[src/rtl/set_cfg_bank_if.sv]
// +----------------------------------------------------------------------------+
// | set_cfg_bank_if: settings-bus bundle between bus controller and cfg bank.  |
// | SET_READBACK_EN adds the rd_data readback image.     Rev 1.0               |
// +----------------------------------------------------------------------------+
`default_nettype none

interface set_cfg_bank_if #(
    parameter int NFLAG = 7,
    parameter int TW    = 4
);
    localparam int AW = NFLAG + TW;

    logic             bact;
    logic             set_cswr;
    logic [AW-1:0]    a;
    logic [NFLAG-1:0] slow;
    logic [TW-1:0]    slow_timeout;
    logic             armed;
    logic             bad_wr;
`ifdef SET_READBACK_EN
    logic [NFLAG+TW:0] rd_data;

    modport master (output bact, set_cswr, a,
                    input  slow, slow_timeout, armed, bad_wr, rd_data);
    modport slave  (input  bact, set_cswr, a,
                    output slow, slow_timeout, armed, bad_wr, rd_data);
`else
    modport master (output bact, set_cswr, a,
                    input  slow, slow_timeout, armed, bad_wr);
    modport slave  (input  bact, set_cswr, a,
                    output slow, slow_timeout, armed, bad_wr);
`endif
endinterface

`default_nettype wire

[src/rtl/set_cfg_bank.sv]
// +----------------------------------------------------------------------------+
// | set_cfg_bank: slow-path flags + timeout, written by address-encoded bus    |
// | writes behind a key/payload unlock. Option macro: SET_READBACK_EN.  Rev 1.0|
// +----------------------------------------------------------------------------+
`default_nettype none

module set_cfg_bank #(
    parameter int                 NFLAG     = 7,
    parameter int                 TW        = 4,
    parameter int                 KW        = 8,
    parameter logic [KW-1:0]      KEY       = 8'hA5,
    parameter int                 ARM_TO    = 15,
    parameter logic [NFLAG-1:0]   RST_FLAGS = 7'b0110011,
    parameter logic [TW-1:0]      RST_TO    = 4'hF
) (
    input  logic           clk,
    input  logic           rst_n,
    set_cfg_bank_if.slave  bus
);
    localparam int AW = NFLAG + TW;
    localparam int CW = (ARM_TO < 1) ? 1 : $clog2(ARM_TO + 1);
    localparam logic [CW-1:0] c_arm_load = CW'(ARM_TO);

    localparam logic [0:0] S_LOCKED = 1'b0;
    localparam logic [0:0] S_ARMED  = 1'b1;

    logic             r_s1;
    logic             r_s2;
    logic [AW-1:0]    r_ar;
    logic             w_req;
    logic             w_stb;
    logic             w_key_hit;

    logic [0:0]       r_state;
    logic [0:0]       w_state_nxt;
    logic [CW-1:0]    r_cnt;
    logic [CW-1:0]    w_cnt_nxt;
    logic             w_commit;
    logic             w_bad;

    logic [NFLAG-1:0] r_slow;
    logic [NFLAG-1:0] w_slow_nxt;
    logic [TW-1:0]    r_to;
    logic [TW-1:0]    w_to_nxt;
    logic             r_bad;

    assign w_req     = bus.bact && bus.set_cswr;
    assign w_stb     = r_s1 && !r_s2;
    assign w_key_hit = (r_ar[KW-1:0] == KEY);

    // Request edge detect; the address is only captured while a request is seen.
    always_ff @(posedge clk or negedge rst_n) begin
        if (!rst_n) begin
            r_s1 <= 1'b0;
            r_s2 <= 1'b0;
            r_ar <= '0;
        end else begin
            r_s1 <= w_req;
            r_s2 <= r_s1;
            if (w_req) begin
                r_ar <= bus.a;
            end
        end
    end

    always_ff @(posedge clk or negedge rst_n) begin
        if (!rst_n) begin
            r_state <= S_LOCKED;
            r_cnt   <= '0;
        end else begin
            r_state <= w_state_nxt;
            r_cnt   <= w_cnt_nxt;
        end
    end

    // A strobe while armed beats the timeout, so a payload on the last cycle commits.
    always_comb begin
        w_state_nxt = r_state;
        case (r_state)
            S_LOCKED: if (w_stb && w_key_hit) w_state_nxt = S_ARMED;
            S_ARMED:  if (w_stb || (r_cnt == '0)) w_state_nxt = S_LOCKED;
            default:  w_state_nxt = S_LOCKED;
        endcase
    end

    always_comb begin
        w_commit  = 1'b0;
        w_bad     = 1'b0;
        w_cnt_nxt = r_cnt;
        case (r_state)
            S_LOCKED: begin
                if (w_stb && w_key_hit) begin
                    w_cnt_nxt = c_arm_load;
                end else if (w_stb) begin
                    w_bad = 1'b1;
                end
            end
            S_ARMED: begin
                if (w_stb) begin
                    w_commit = 1'b1;
                end else if (r_cnt != '0) begin
                    w_cnt_nxt = r_cnt - CW'(1);
                end
            end
            default: ;
        endcase
    end

    assign w_slow_nxt = w_commit ? r_ar[NFLAG-1:0]  : r_slow;
    assign w_to_nxt   = w_commit ? r_ar[AW-1:NFLAG] : r_to;

    always_ff @(posedge clk or negedge rst_n) begin
        if (!rst_n) begin
            r_slow <= RST_FLAGS;
            r_to   <= RST_TO;
            r_bad  <= 1'b0;
        end else begin
            r_slow <= w_slow_nxt;
            r_to   <= w_to_nxt;
            r_bad  <= w_bad;
        end
    end

    assign bus.slow         = r_slow;
    assign bus.slow_timeout = r_to;
    assign bus.armed        = (r_state == S_ARMED);
    assign bus.bad_wr       = r_bad;

`ifdef SET_READBACK_EN
    // Built from next-state values so the image tracks the live outputs in the same cycle.
    logic [NFLAG+TW:0] r_rd;

    always_ff @(posedge clk or negedge rst_n) begin
        if (!rst_n) begin
            r_rd <= {1'b0, RST_TO, RST_FLAGS};
        end else begin
            r_rd <= {(w_state_nxt == S_ARMED), w_to_nxt, w_slow_nxt};
        end
    end

    assign bus.rd_data = r_rd;
`endif

endmodule

`default_nettype wire

[src/flat_wrapper.sv]
// flat-port wrapper written by rule: the top's interface ports become plain ports
module set_cfg_bank_flat 
#(
    parameter int                 NFLAG     = 7,
    parameter int                 TW        = 4,
    parameter int                 KW        = 8,
    parameter logic [KW-1:0]      KEY       = 8'hA5,
    parameter int                 ARM_TO    = 15,
    parameter logic [NFLAG-1:0]   RST_FLAGS = 7'b0110011,
    parameter logic [TW-1:0]      RST_TO    = 4'hF
)
  (clk, rst_n, bus_bact, bus_set_cswr, bus_a, bus_slow, bus_slow_timeout, bus_armed, bus_bad_wr);
  set_cfg_bank_if #(.NFLAG(NFLAG), .TW(TW)) bus_i ();
  input  logic clk;
  input  logic rst_n;
  input wire logic [$bits(bus_i.bact)-1:0] bus_bact;
  input wire logic [$bits(bus_i.set_cswr)-1:0] bus_set_cswr;
  input wire logic [$bits(bus_i.a)-1:0] bus_a;
  output wire logic [$bits(bus_i.slow)-1:0] bus_slow;
  output wire logic [$bits(bus_i.slow_timeout)-1:0] bus_slow_timeout;
  output wire logic [$bits(bus_i.armed)-1:0] bus_armed;
  output wire logic [$bits(bus_i.bad_wr)-1:0] bus_bad_wr;
  assign bus_i.bact = bus_bact;
  assign bus_i.set_cswr = bus_set_cswr;
  assign bus_i.a = bus_a;
  assign bus_slow = bus_i.slow;
  assign bus_slow_timeout = bus_i.slow_timeout;
  assign bus_armed = bus_i.armed;
  assign bus_bad_wr = bus_i.bad_wr;
  set_cfg_bank #(.NFLAG(NFLAG), .TW(TW), .KW(KW), .KEY(KEY), .ARM_TO(ARM_TO), .RST_FLAGS(RST_FLAGS), .RST_TO(RST_TO)) u_core (.clk(clk), .rst_n(rst_n), .bus(bus_i));
endmodule
[config.mk]
export PLATFORM = sky130hd
export DESIGN_NAME = set_cfg_bank_flat
export DESIGN_NICKNAME = d
export VERILOG_FILES = /design/src/rtl/set_cfg_bank_if.sv /design/src/rtl/set_cfg_bank.sv /design/src/flat_wrapper.sv
export SDC_FILE = /design/constraint.sdc
export NUM_CORES = 1
export LEC_CHECK = 0
export CELL_PAD_IN_SITES_DETAIL_PLACEMENT = 2
export CELL_PAD_IN_SITES_GLOBAL_PLACEMENT = 2
export CORE_UTILIZATION = 38
export CTS_BUF_LIST = sky130_fd_sc_hd__clkbuf_2 sky130_fd_sc_hd__clkbuf_4 sky130_fd_sc_hd__clkbuf_8
export DETAILED_ROUTE_END_ITERATION = 10
export GPL_ROUTABILITY_DRIVEN = 0
export PLACE_DENSITY_LB_ADDON = 0.1
export REMOVE_ABC_BUFFERS = 1
export SETUP_SLACK_MARGIN = 0.4
export SYNTH_ARGS = -nofsm -noshare
export SYNTH_HDL_FRONTEND = slang
export SYNTH_SLANG_ARGS = --single-unit
[constraint.sdc]
create_clock -name clk -period 2.65 [get_ports clk]
set_clock_uncertainty 0.05 [all_clocks]
set_input_delay 0.53 -clock clk [delete_from_list [all_inputs] [get_ports clk]]
set_output_delay 0.53 -clock clk [all_outputs]
set_load 0.01 [all_outputs]
==> flow_metrics.py <==
metrics = {
    "outcome": {
        "status": "finished, final reports clean",
    },
    "synthesis": {
        "yosys.area_share.simple_pct": 11.0,
        "synthesis.area_sq_um": 1240,
        "yosysWarnings": 0,
        "synth_top_family_by_area": "multiplexers",
        "synth_top_area_share_pct": 44.4,
        "synthCells": 81,
        "yosys.area_share.xor_xnor_pct": 0,
        "synth_compound_area_share_pct": 4.55,
        "yosysTopAreaCell": "dfrtp_1",
        "avgSynthCellArea_sq_um": 15.3,
        "ys_seq_area_share_pct": 61.4,
        "synthMuxAreaShare_pct": 20.0,
        "synth-seq-cells": 30,
        "ys_types": 21,
        "ys_top_cells_by_area": "dfrtp_1, mux2_2, dfstp_2, nand4bb_4, nor4_4",
        "synth_adder_area_share_pct": 1.01,
    },
    "pwr": {
        "swShare_pct": 23.3,
        "ir_drop_mv": 0.308,
        "p_comb_share_pct": 11.5,
        "seqPwrFrac_pct": 59.1,
        "p_sw_mw": 0.205,
        "intPower_mw": 0.677,
        "pwr-share-clk_pct": 29.4,
        "powerDensity_nw_per_um2": 547,
        "cellLeakagePower_nw": 0.693,
    },
    "route": {
        "vias": 781,
        "first_iter_violations": 19,
        "ant_nets": 0,
        "totalWireLength_microns": 2250,
        "dr.pass1.iters": 2,
        "drc_errors": 0,
        "wl_per_cell_microns": 14.2,
        "via_per_inst": 4.94,
    },
    "setup_path": {
        "arrival_ps": 1420,
        "path_depth": 1,
        "path_buf_inv": 1,
        "reg2reg_depth": 2,
        "critPathKind": "reg -> out",
        "slowest_stage": "clkdlybuf4s50_1",
        "path_delay_family": "buffers and inverters",
        "worst_ep_required_time_ps": 2070,
        "worstSetupEndpointType": "output pin",
        "max_stage_delay_ps": 600,
        "critPathMaxFanout": 6,
        "worst_setup_path_start_kind": "flip-flop",
        "crit_chain": "clkdlybuf4s50_1",
    },
    "clock_network": {
        "ctsRootBufferMaster": "clkbuf_4",
        "clock-sinks": 30,
        "clockBufferDepth": 2,
        "post_cts_buffers": 0,
        "cts_resized": 0,
        "cts-hold-fix-buffers": 0,
        "htree_num_levels": 2,
        "clk_pin_slew_ps": 80,
        "cts_tree": "yes",
        "clk_latency_ps": 320,
        "cts_buffers": 5,
    },
    "floorplanning": {
        "std_cell_rows": 20,
        "dieArea_sq_um": 3490,
        "dieHeight_microns": 59.1,
        "coreArea_sq_um": 3080,
        "ios": 28,
        "die_x_microns": 59.1,
        "start_util_pct": 40.2,
    },
    "run": {
        "cap_violations": 0,
    },
    "timing": {
        "finalSetupTns_ps": 0,
        "worst_pin_slew_ps": 600,
        "whs_ps": 377,
        "max_freq_ghz": 0.500,
        "setup_viol": 0,
        "finalCritPeriodShare_pct": 75.4,
        "grt_setup_unrepaired": "no",
        "hold_viol_final": 0,
        "slew_violations": 0,
        "fin_crit_ps": 2000,
        "slew_headroom_pct": 59.9,
    },
    "global_route": {
        "grt.total_usage_pct": 16.1,
        "antenna_found_initial": 0,
        "grt_pass1_vias": 852,
        "grt_max_degree": 31,
        "grt-ovfl-total": 0,
        "grt_pass1_wl_microns": 3880,
    },
    "placed_design": {
        "place_hpwl_microns": 1610,
        "portBuffers": 27,
    },
    "layout": {
        "layout_commonest_cell": "clkdlybuf4s50_1",
        "register_area_sq_um": 761,
        "multiInputGateArea_sq_um": 453,
        "syn2layout_area_growth_pct": 30.3,
        "fillCellCount": 307,
        "drive_above_1_share_pct": 38.6,
        "layout_common_cells": "clkdlybuf4s50_1, mux2_2, dfrtp_1, dfstp_2, clkbuf_4",
        "final_nets": 130,
        "insertedDiodeCount": 0,
    },
    "min_path": {
        "worstHoldPathType": "reg -> reg",
        "hold_depth": 0,
    },
}
## cell families (layout without fill, tap and decap cells)
logic type,count (synthesis),in the layout
flip-flops,30,30
multiplexers,22,22
AND/OR/NAND/NOR,16,16
AO/OA/AOI/OAI,6,6
buffers and inverters,6,39
adder cells (fa/ha/maj),1,1
## Yosys cell counts
master,number
dfrtp_1,22
mux2_2,22
dfstp_2,8
inv_1,4
nor3_1,4
a21oi_1,3
and3_1,2
buf_2,2
nor2_1,2
a211oi_1,1
a211oi_2,1
ha_1,1
nand2_1,1
nand2b_2,1
nand3b_1,1
nand4bb_1,1
nand4bb_4,1
nor3_2,1
nor4_4,1
o311a_4,1
or2_1,1
## sequential cells by signal (all words and copies together) (netlist names)
register,count
u_core.bus.slow,7
u_core.r_cnt,4
u_core.r_s2,1
u_core.bus.slow_timeout,4
u_core.r_s1,1
u_core.r_ar,11
u_core.bus.bad_wr,1
u_core.bus.armed,1
## per-stage QoR
stage	area (sq um)	setup WS [ps]	utilization (%)	instances	power [mW]
5_1_grt	1610	583	52.4	158	0.927
4_1_cts	1610	618	52.4	158	0.903
6_report	1610	651	52.4	158	0.882
3_3_place_gp	1560	756	50.7	151	0.626
3_5_place_dp	1560	711	50.7	151	0.635
2_1_floorplan	1230	1260	-	79	0.581
## power by group through the flow
stage               sequential, mW  clock, mW  combinational (mW)
global placement             0.527          0              0.0988
CTS                          0.522      0.276               0.105
global route                 0.527      0.286               0.114
floorplan                    0.523          0              0.0579
detailed placement           0.531          0               0.104
finish                       0.521      0.259               0.102
## layer usage
metal | wire length [microns] | share of wire [%] | track usage, %
met1 | 861 | 38 | 16.9
met2 | 1210 | 54 | 27.6
met3 | 126 | 5.6 | 7.21
met4 | 48 | 2.1 | 7.14
met5 | 0 | 0 | 0
## final timing paths
| check | slack (ps) | endpoint | from |
|---|---|---|---|
| max | 650 | bus_armed | u_core.bus.armed |
| min | 380 | u_core.r_s2 | u_core.r_s1 |
| max reg2reg | 1070 | u_core.bus.slow[6] | u_core.bus.armed |
| min reg2reg | 380 | u_core.r_s2 | u_core.r_s1 |
| max in group asynchronous | 1690 | u_core.bus.slow_timeout[2] | rst_n |
| min in group asynchronous | 540 | u_core.r_ar[5] | rst_n |
## area by class of cell
| class | count | area share, % |
|---|---|---|
| Sequential cell | 30 | 47.1 |
| Multi-Input combinational cell | 45 | 28.1 |
| Clock buffer | 7 | 3.26 |
| Timing Repair Buffer | 28 | 17.2 |
| Inverter | 4 | 0.930 |
| Tap cell | 44 | 3.41 |
(Power assumes the default switching activity.)
